--- config.mk ---
export PLATFORM = sky130hd
export DESIGN_NAME = cprv_mem_stage
export DESIGN_NICKNAME = d
export VERILOG_FILES = /design/src/rtl/cprv_mem_stage.sv
export SDC_FILE = /design/constraint.sdc
export NUM_CORES = 1
export LEC_CHECK = 0
export ABC_AREA = 1
export BUFFER_PORTS_ARGS = -buffer_cell sky130_fd_sc_hd__buf_2
export CAP_MARGIN = 40
export CORE_AREA = 2 2 219 221
export CTS_CLUSTER_SIZE = 16
export DETAILED_ROUTE_END_ITERATION = 10
export DIE_AREA = 0 0 221 223
export PLACE_DENSITY = 0.56
export SLEW_MARGIN = 20
export SYNTH_ARGS = -nofsm -noshare
export SYNTH_HDL_FRONTEND = slang
export SYNTH_SLANG_ARGS = --single-unit
--- constraint.sdc ---
create_clock -name clk -period 5.4 [get_ports clk]
set_clock_uncertainty 0.05 [all_clocks]
set_input_delay 1.08 -clock clk [delete_from_list [all_inputs] [get_ports clk]]
set_output_delay 1.08 -clock clk [all_outputs]
set_load 0.1 [all_outputs]
--- src/rtl/cprv_mem_stage.sv ---
// Memory-access stage of the cprv64g pipeline: one dmem access per LOAD/STORE, result handed to writeback.
// Optional misaligned-access trap is enabled with the CPRV_MISALIGN_TRAP_EN macro.
module cprv_mem_stage #(
    parameter int DATA_WIDTH = 64,
    parameter int IMM_WIDTH  = 32
) (
    input  logic                  clk,
    input  logic                  rst,
    input  logic                  valid_mem_i,
    output logic                  ready_mem_o,
    input  logic [DATA_WIDTH-1:0] rs2_data_mem_i,
    input  logic [4:0]            rd_addr_mem_i,
    input  logic                  rd_en_mem_i,
    input  logic [IMM_WIDTH-1:0]  imm_data_mem_i,
    input  logic [6:0]            opcode_mem_i,
    input  logic [2:0]            funct3_mem_i,
    input  logic [DATA_WIDTH-1:0] alu_out_mem_i,
    output logic                  dmem_req_o,
    output logic                  dmem_we_o,
    output logic [DATA_WIDTH-1:0] dmem_addr_o,
    output logic [DATA_WIDTH-1:0] dmem_wdata_o,
    output logic [7:0]            dmem_wstrb_o,
    input  logic                  dmem_ack_i,
    input  logic [DATA_WIDTH-1:0] dmem_rdata_i,
`ifdef CPRV_MISALIGN_TRAP_EN
    output logic                  misalign_wb_o,
`endif
    output logic                  valid_wb_o,
    input  logic                  ready_wb_i,
    output logic [4:0]            rd_addr_wb_o,
    output logic                  rd_en_wb_o,
    output logic [IMM_WIDTH-1:0]  imm_data_wb_o,
    output logic [6:0]            opcode_wb_o,
    output logic [2:0]            funct3_wb_o,
    output logic [DATA_WIDTH-1:0] alu_out_wb_o,
    output logic [DATA_WIDTH-1:0] mem_data_wb_o
);

    localparam logic [6:0] OP_LOAD  = 7'b0000011;
    localparam logic [6:0] OP_STORE = 7'b0100011;

    typedef enum logic [1:0] {IDLE, MEM, SEND} state_t;
    state_t state;

    function automatic logic [2:0] align_off(input logic [1:0] size, input logic [2:0] off);
        case (size)
            2'd0:    align_off = off;
            2'd1:    align_off = {off[2:1], 1'b0};
            2'd2:    align_off = {off[2], 2'b00};
            default: align_off = 3'd0;
        endcase
    endfunction

    function automatic logic [7:0] store_strb(input logic [1:0] size, input logic [2:0] off);
        case (size)
            2'd0:    store_strb = 8'h01 << off;
            2'd1:    store_strb = 8'h03 << off;
            2'd2:    store_strb = 8'h0F << off;
            default: store_strb = 8'hFF;
        endcase
    endfunction

    function automatic logic [63:0] store_data(input logic [1:0] size, input logic [63:0] rs2);
        case (size)
            2'd0:    store_data = {8{rs2[7:0]}};
            2'd1:    store_data = {4{rs2[15:0]}};
            2'd2:    store_data = {2{rs2[31:0]}};
            default: store_data = rs2;
        endcase
    endfunction

    function automatic logic [63:0] load_ext(input logic [63:0] rdata, input logic [2:0] f3,
                                             input logic [2:0] off);
        logic [63:0]        sh;
        logic signed [7:0]  b;
        logic signed [15:0] h;
        logic signed [31:0] w;
        sh = rdata >> {off, 3'b000};
        b  = sh[7:0];
        h  = sh[15:0];
        w  = sh[31:0];
        case (f3[1:0])
            2'd0:    load_ext = f3[2] ? {56'd0, sh[7:0]}  : 64'(b);
            2'd1:    load_ext = f3[2] ? {48'd0, sh[15:0]} : 64'(h);
            2'd2:    load_ext = f3[2] ? {32'd0, sh[31:0]} : 64'(w);
            default: load_ext = sh;
        endcase
    endfunction

    logic       vld_p0;
    logic       is_load_p0;
    logic       is_store_p0;
    logic [1:0] size_p0;
    logic [2:0] off_p0;
    logic       trap_p0;

    assign ready_mem_o = (state == IDLE) || ((state == SEND) && ready_wb_i);
    assign vld_p0      = valid_mem_i && ready_mem_o;
    assign is_load_p0  = (opcode_mem_i == OP_LOAD);
    assign is_store_p0 = (opcode_mem_i == OP_STORE);
    assign size_p0     = funct3_mem_i[1:0];
    assign off_p0      = align_off(size_p0, alu_out_mem_i[2:0]);

`ifdef CPRV_MISALIGN_TRAP_EN
    assign trap_p0 = (is_load_p0 || is_store_p0) && (off_p0 != alu_out_mem_i[2:0]);
`else
    assign trap_p0 = 1'b0;
`endif

    // capture from execute (p0) -> memory access / writeback registers (p1)
    always_ff @(posedge clk) begin
        if (rst) begin
            state         <= IDLE;
            valid_wb_o    <= 1'b0;
            dmem_req_o    <= 1'b0;
            dmem_we_o     <= 1'b0;
            dmem_addr_o   <= '0;
            dmem_wdata_o  <= '0;
            dmem_wstrb_o  <= 8'd0;
            rd_addr_wb_o  <= 5'd0;
            rd_en_wb_o    <= 1'b0;
            imm_data_wb_o <= '0;
            opcode_wb_o   <= 7'd0;
            funct3_wb_o   <= 3'd0;
            alu_out_wb_o  <= '0;
            mem_data_wb_o <= '0;
`ifdef CPRV_MISALIGN_TRAP_EN
            misalign_wb_o <= 1'b0;
`endif
        end else if (vld_p0) begin
            rd_addr_wb_o  <= rd_addr_mem_i;
            rd_en_wb_o    <= rd_en_mem_i && !is_store_p0 && !trap_p0;
            imm_data_wb_o <= imm_data_mem_i;
            opcode_wb_o   <= opcode_mem_i;
            funct3_wb_o   <= funct3_mem_i;
            alu_out_wb_o  <= alu_out_mem_i;
            mem_data_wb_o <= '0;
            dmem_addr_o   <= {alu_out_mem_i[63:3], 3'b000};
            dmem_wdata_o  <= store_data(size_p0, rs2_data_mem_i);
`ifdef CPRV_MISALIGN_TRAP_EN
            misalign_wb_o <= trap_p0;
`endif
            if ((is_load_p0 || is_store_p0) && !trap_p0) begin
                state        <= MEM;
                valid_wb_o   <= 1'b0;
                dmem_req_o   <= 1'b1;
                dmem_we_o    <= is_store_p0;
                dmem_wstrb_o <= is_store_p0 ? store_strb(size_p0, off_p0) : 8'd0;
            end else begin
                state        <= SEND;
                valid_wb_o   <= 1'b1;
                dmem_req_o   <= 1'b0;
                dmem_we_o    <= 1'b0;
                dmem_wstrb_o <= 8'd0;
            end
        end else begin
            case (state)
                MEM: begin
                    if (dmem_ack_i) begin
                        // extraction uses the captured funct3/offset, not the live execute inputs
                        if (opcode_wb_o == OP_LOAD)
                            mem_data_wb_o <= load_ext(dmem_rdata_i, funct3_wb_o,
                                                      align_off(funct3_wb_o[1:0], alu_out_wb_o[2:0]));
                        state        <= SEND;
                        valid_wb_o   <= 1'b1;
                        dmem_req_o   <= 1'b0;
                        dmem_we_o    <= 1'b0;
                        dmem_wstrb_o <= 8'd0;
                    end
                end
                SEND: begin
                    if (ready_wb_i) begin
                        state      <= IDLE;
                        valid_wb_o <= 1'b0;
                    end
                end
                default: ;
            endcase
        end
    end

endmodule

* Word-level counts from Yosys, hierarchy flattened
Cells that the tools add are included.
** Storage, ports and cells
- Bits in registers :: 314
- Input bits :: 245
- Output and inout port bits :: 316
- Logic and storage cells :: 79
** Operators by class
- Equality and inequality tests :: 11
- Shifts and indexed selects :: 4
- Multiplexer cells :: 34
- Reductions and logical operators :: 16
** Operators by type and width (count)
- 64-bit one-hot mux with 3 select lines :: 2
- 64-bit 2-to-1 mux :: 3
- 64-bit by 6-bit >> shifter with 64-bit output :: 1
- 8-bit 2-to-1 mux :: 5
- 8-bit one-hot mux with 3 select lines :: 1
- 3-bit one-hot mux with 3 select lines :: 2
- 3-bit 2-to-1 mux :: 5
- 7-bit by 2-bit equality test with 1-bit output, second input constant :: 2
- 1-bit 2-to-1 mux :: 10
- 2-bit 2-to-1 mux :: 4
- 1-bit by 3-bit << shifter with 8-bit output, first input constant :: 1
- 2-bit by 3-bit << shifter with 8-bit output, first input constant :: 1
- 4-bit by 3-bit << shifter with 8-bit output, first input constant :: 1
- 7-bit by 6-bit equality test with 1-bit output, second input constant :: 1
- 2-bit by 1-bit equality test with 1-bit output, second input constant :: 3
- 2-bit equality test, second input constant :: 3
- 2-bit zero test :: 3
- 3-bit != test, second input constant :: 2
- 3-bit AND reduction :: 2
- 2-bit one-hot mux with 2 select lines :: 1
- 2-bit nonzero test :: 2
- 1-bit logical AND :: 3
- 3-bit nonzero test :: 1
- 1-bit logical OR :: 2
- other kinds (4) :: 4

* Longest topological paths before layout
- Word-level depth :: 10
- Mapped depth :: 13
- Mapped depth without buffers :: 12

* Worst setup path after synthesis
Ideal clock, no wire load.
- Kind :: input port to output port
- Start :: in ready_wb_i
- End :: out ready_mem_o
- Data arrival time :: 1888 ps
- Required time :: 4270 ps
- Path slack :: 2382 ps
- Stages on the path :: 4
- Buffers on the path :: 0
- Cell sequence :: inv_1 -> nand2_1 -> nand2_1 -> inv_1
** On the way
- Cells in the longest elaborated chain, start to end :: 2
** Ends and longest elaborated chain
- start, declared :: line 29 : input logic ready_wb_i,
- 1-bit logical AND :: line 97 : assign ready_mem_o = (state == IDLE) || ((state == SEND) && ready_wb_i);
- 1-bit logical OR :: line 97
- end, declared :: line 10 : output logic ready_mem_o,
Every way passes these cells.

* Worst setup path after layout
- Start :: reg funct3_wb_o[1]
- End :: reg mem_data_wb_o[33]
** On the way
- Cells in the longest elaborated chain, start to end :: 10
- Elaborated cells on any way between the ends :: 14
- Classes of those cells :: 2 x eq/ne; 1 x shift; 10 x mux; 1 x reduce/logical
** Ends and longest elaborated chain
- start, declared :: line 34 : output logic [2:0] funct3_wb_o,
- start signal, assigned :: line 135 : funct3_wb_o <= funct3_mem_i;
- 2-bit equality test (tied with other cells) :: line 46, 82
- 3-bit one-hot mux with 3 select lines :: line 46 : case (size)
- 3-bit 2-to-1 mux :: line 161 : if (opcode_wb_o == OP_LOAD)
- 3-bit 2-to-1 mux :: line 159 : if (dmem_ack_i) begin
- 3-bit 2-to-1 mux :: line 157 : case (state)
- 3-bit 2-to-1 mux :: line 130 : end else if (vld_p0) begin
- 3-bit 2-to-1 mux :: line 112 : if (rst) begin
- 64-bit by 6-bit >> shifter with 64-bit output :: line 78 : sh = rdata >> {off, 3'b000};
- 64-bit 2-to-1 mux (on tied branches) :: line 85, 83, 84
- 64-bit one-hot mux with 3 select lines (*) :: line 82 : case (f3[1:0])
- end signal, assigned :: line 162 : mem_data_wb_o <= load_ext(dmem_rdata_i, funct3_wb_o,
- end, declared :: line 36 : output logic [DATA_WIDTH-1:0] mem_data_wb_o
Every way passes the cells marked *; elsewhere a longest branch is shown, timed or not. The select of a mux whose other input is x is not followed.
A chain may end at the register's enable or synchronous reset.

==> reports/results.ini <==
[timing]
hold_violations=0
maxSlewHeadroom_pct=42.9
setup_violations=0
drv_slew=0
setup_slack_ns=2.24
clock.fmax_mhz=317
min_period_over_period_pct=58.5
rsz0062_at_grt=no
setup_tns_ns=0
worst_slew_pin_slew_ns=0.855
min_period_ns=3.16

[detailed_routing]
ant_nets=0
drt-initial-drc-count=1158
dr.pass1.iters=6
avgRoutedWirePerCell_um=17.9
dr_total_vias=14000
viasPerCell=4.82
drc=0
finalWirelength_um=51800

[clock_tree]
cts_resized=0
cts_tree=yes
cts_buffers=30
clk-insertion-delay-late_ns=0.58
postCtsSetupBuffers=0
clk_pin_slew_worst_paths_ns=0.06
cts_sinks=252
holdBufCountCts=0
ctsLongestPathBuffers=3
ctsHtreeMaxLevel=1
root_buffer=clkbuf_16

[final_layout]
multi_input_area_um2=5860
register_area_um2=5040
layout_common_cells=buf_2, nand2_1, dfxtp_1
final_cells=2897
nFillCells=5164
num-nets-final=2515
areaGrowthSynthToFinish_pct=29.3
final_common_cell=buf_2
drive_above_1_share_pct=28.5

[power]
pwr_density_cell_nw_per_um2=420
vdd_drop_max_mv=0.288
pwr-share-clk_pct=28.5
total_power_mw=6.71
p_sw_share_pct=47.0
leakagePower_nw=7.98
p_seq_share_pct=31.6
comb_power_share_pct=39.9
p_int_mw=3.56
p_switching_mw=3.15

[die]
rows=80
die_area_um2=49300
core_um2=47100
initial_core_util_pct=26.2
die_h_um=223
die_x_um=221
io_pins=561

[global_route]
grt_pass1_wl_um=76400
track_usage_pct=19.6
grt_pass1_vias=12900
gr-total-overflow=0
antenna_found_initial=5
grt_max_degree=72

[synth]
syn_area_per_cell_um2=6.72
yosysUniqueCellTypes=34
syn_inst=1841
ys_seq_area_share_pct=40.8
synth_top_cell_by_area=dfxtp_1
synth_area_um2=12400
post_synth_main_area_contributors=dfxtp_1, nand2_1, a21oi_1, o21ai_0, nand3_1
ys_ff_latch=252
yosys_warnings=0
yosysTopAreaCellShare_pct=40.8

[worst_setup_path]
timing.rr.end=mem_data_wb_o[33]
regToRegSetupSlack_ns=2.24
crit_path_end=mem_data_wb_o[33]
end_kind=flop
r2r-start=funct3_wb_o[1]
crit_path_start_kind=flop
crit_required_ns=5.81
r2r_cells=9
critPathKind=flop to flop
path_max_fanout=40
cp.arrival_ns=3.57
startpoint=funct3_wb_o[1]

[outcome]
status=completed

[place]
dp_hpwl_um=38800
place_ws_ns=2.07
place_congestion=0.945
io_buffers=557
dp.cells=2846

[job]
max_cap_violations=0

[worst_hold_path]
hold_class=flop to flop

==> worst max-delay path, cell delays in order, from the launching register on <==
cell and delay (ns):
dfxtp_1 0.29, buf_4 0.22, nand2_2 0.34, nand2_2 0.58, inv_2 0.47, nand3_1 0.18, nand3_2 0.15, nand3_4 0.35
nor2_1 0.31, nor2_1 0.07
==> area by class of cell <==
type                            count  area share, %
Inverter                          107           2.53
Clock inverter                     11          0.594
Sequential cell                   252           31.5
Multi-Input combinational cell   1296           36.6
Timing Repair Buffer              577           18.7
Tap cell                          615           4.81
Clock buffer                       37           5.11
Antenna cell                        2         0.0313
==> cells in the mapped netlist (all sizes together) <==
library cell,n
o22ai,4
inv,104
nor2,153
a21oi,215
ha,6
o211ai,26
conb,1
nand3,121
clkbuf,70
and2,3
dfxtp,252
a31oi,1
nand4,3
o21a,1
clkinv,3
nor3,4
or2,3
nor4,1
nand2,542
buf,118
o21ai,210
==> kinds of logic after synthesis <==
kind of cell    share of synthesized area (%)
simple gates                             27.6
compound gates                           19.1
buf+inv                                  11.9
flops                                    40.8
fa+ha+maj                               0.607
other cells                            0.0303
==> worst min path at each step <==
stage,endpoint,start,cells after the start
floorplan,state[0],state[0],2
global placement,dmem_wdata_o[6],dmem_wdata_o[6],2
detailed placement,dmem_wdata_o[35],dmem_wdata_o[35],2
CTS,imm_data_wb_o[30],imm_data_wb_o[30],2
global route,imm_data_wb_o[3],imm_data_wb_o[3],2
finish,imm_data_wb_o[30],imm_data_wb_o[30],2
==> stage by stage <==
| step | utilization [%] | hold slack [ns] | instance area, um2 |
|---|---|---|---|
| final | 33.9 | 0.407 | 16000 |
| after global routing | 33.9 | 0.428 | 16000 |
| after CTS | 33.9 | 0.408 | 16000 |
| after detailed placement | 32.0 | 0.398 | 15100 |
| after global placement | 31.8 | 0.385 | 15000 |
| after floorplan | - | 0.453 | 12400 |
==> power groups by stage <==
stage | Combinational, mW | Clock (mW) | Sequential [mW]
global placement | 2.65 | 0 | 2.15
detailed placement | 2.68 | 0 | 2.16
global route | 2.81 | 2.06 | 2.14
finish | 2.68 | 1.91 | 2.12
floorplan | 1.11 | 0 | 3.24
CTS | 2.68 | 1.98 | 2.12
==> state kept, by name, summed over array words and instances, names as in the netlist <==
name and count:
imm_data_wb_o 32, dmem_wstrb_o 8, opcode_wb_o 7, funct3_wb_o 3, mem_data_wb_o 64, state 1
dmem_wdata_o 64, dmem_we_o 1, rd_en_wb_o 1, rd_addr_wb_o 5, alu_out_wb_o 64, valid_wb_o 1
dmem_req_o 1
==> metal layers <==
metal | vias up | wire [um] | GRT usage, %
met4 | 6 | 1350 | 5.98
met3 | 85 | 4010 | 4.74
met5 | - | 42 | 0
met2 | 559 | 25100 | 33.0
met1 | 6538 | 21200 | 24.6
li1 | 6767 | - | -
Note: power is estimated with default switching activity, not from simulation.
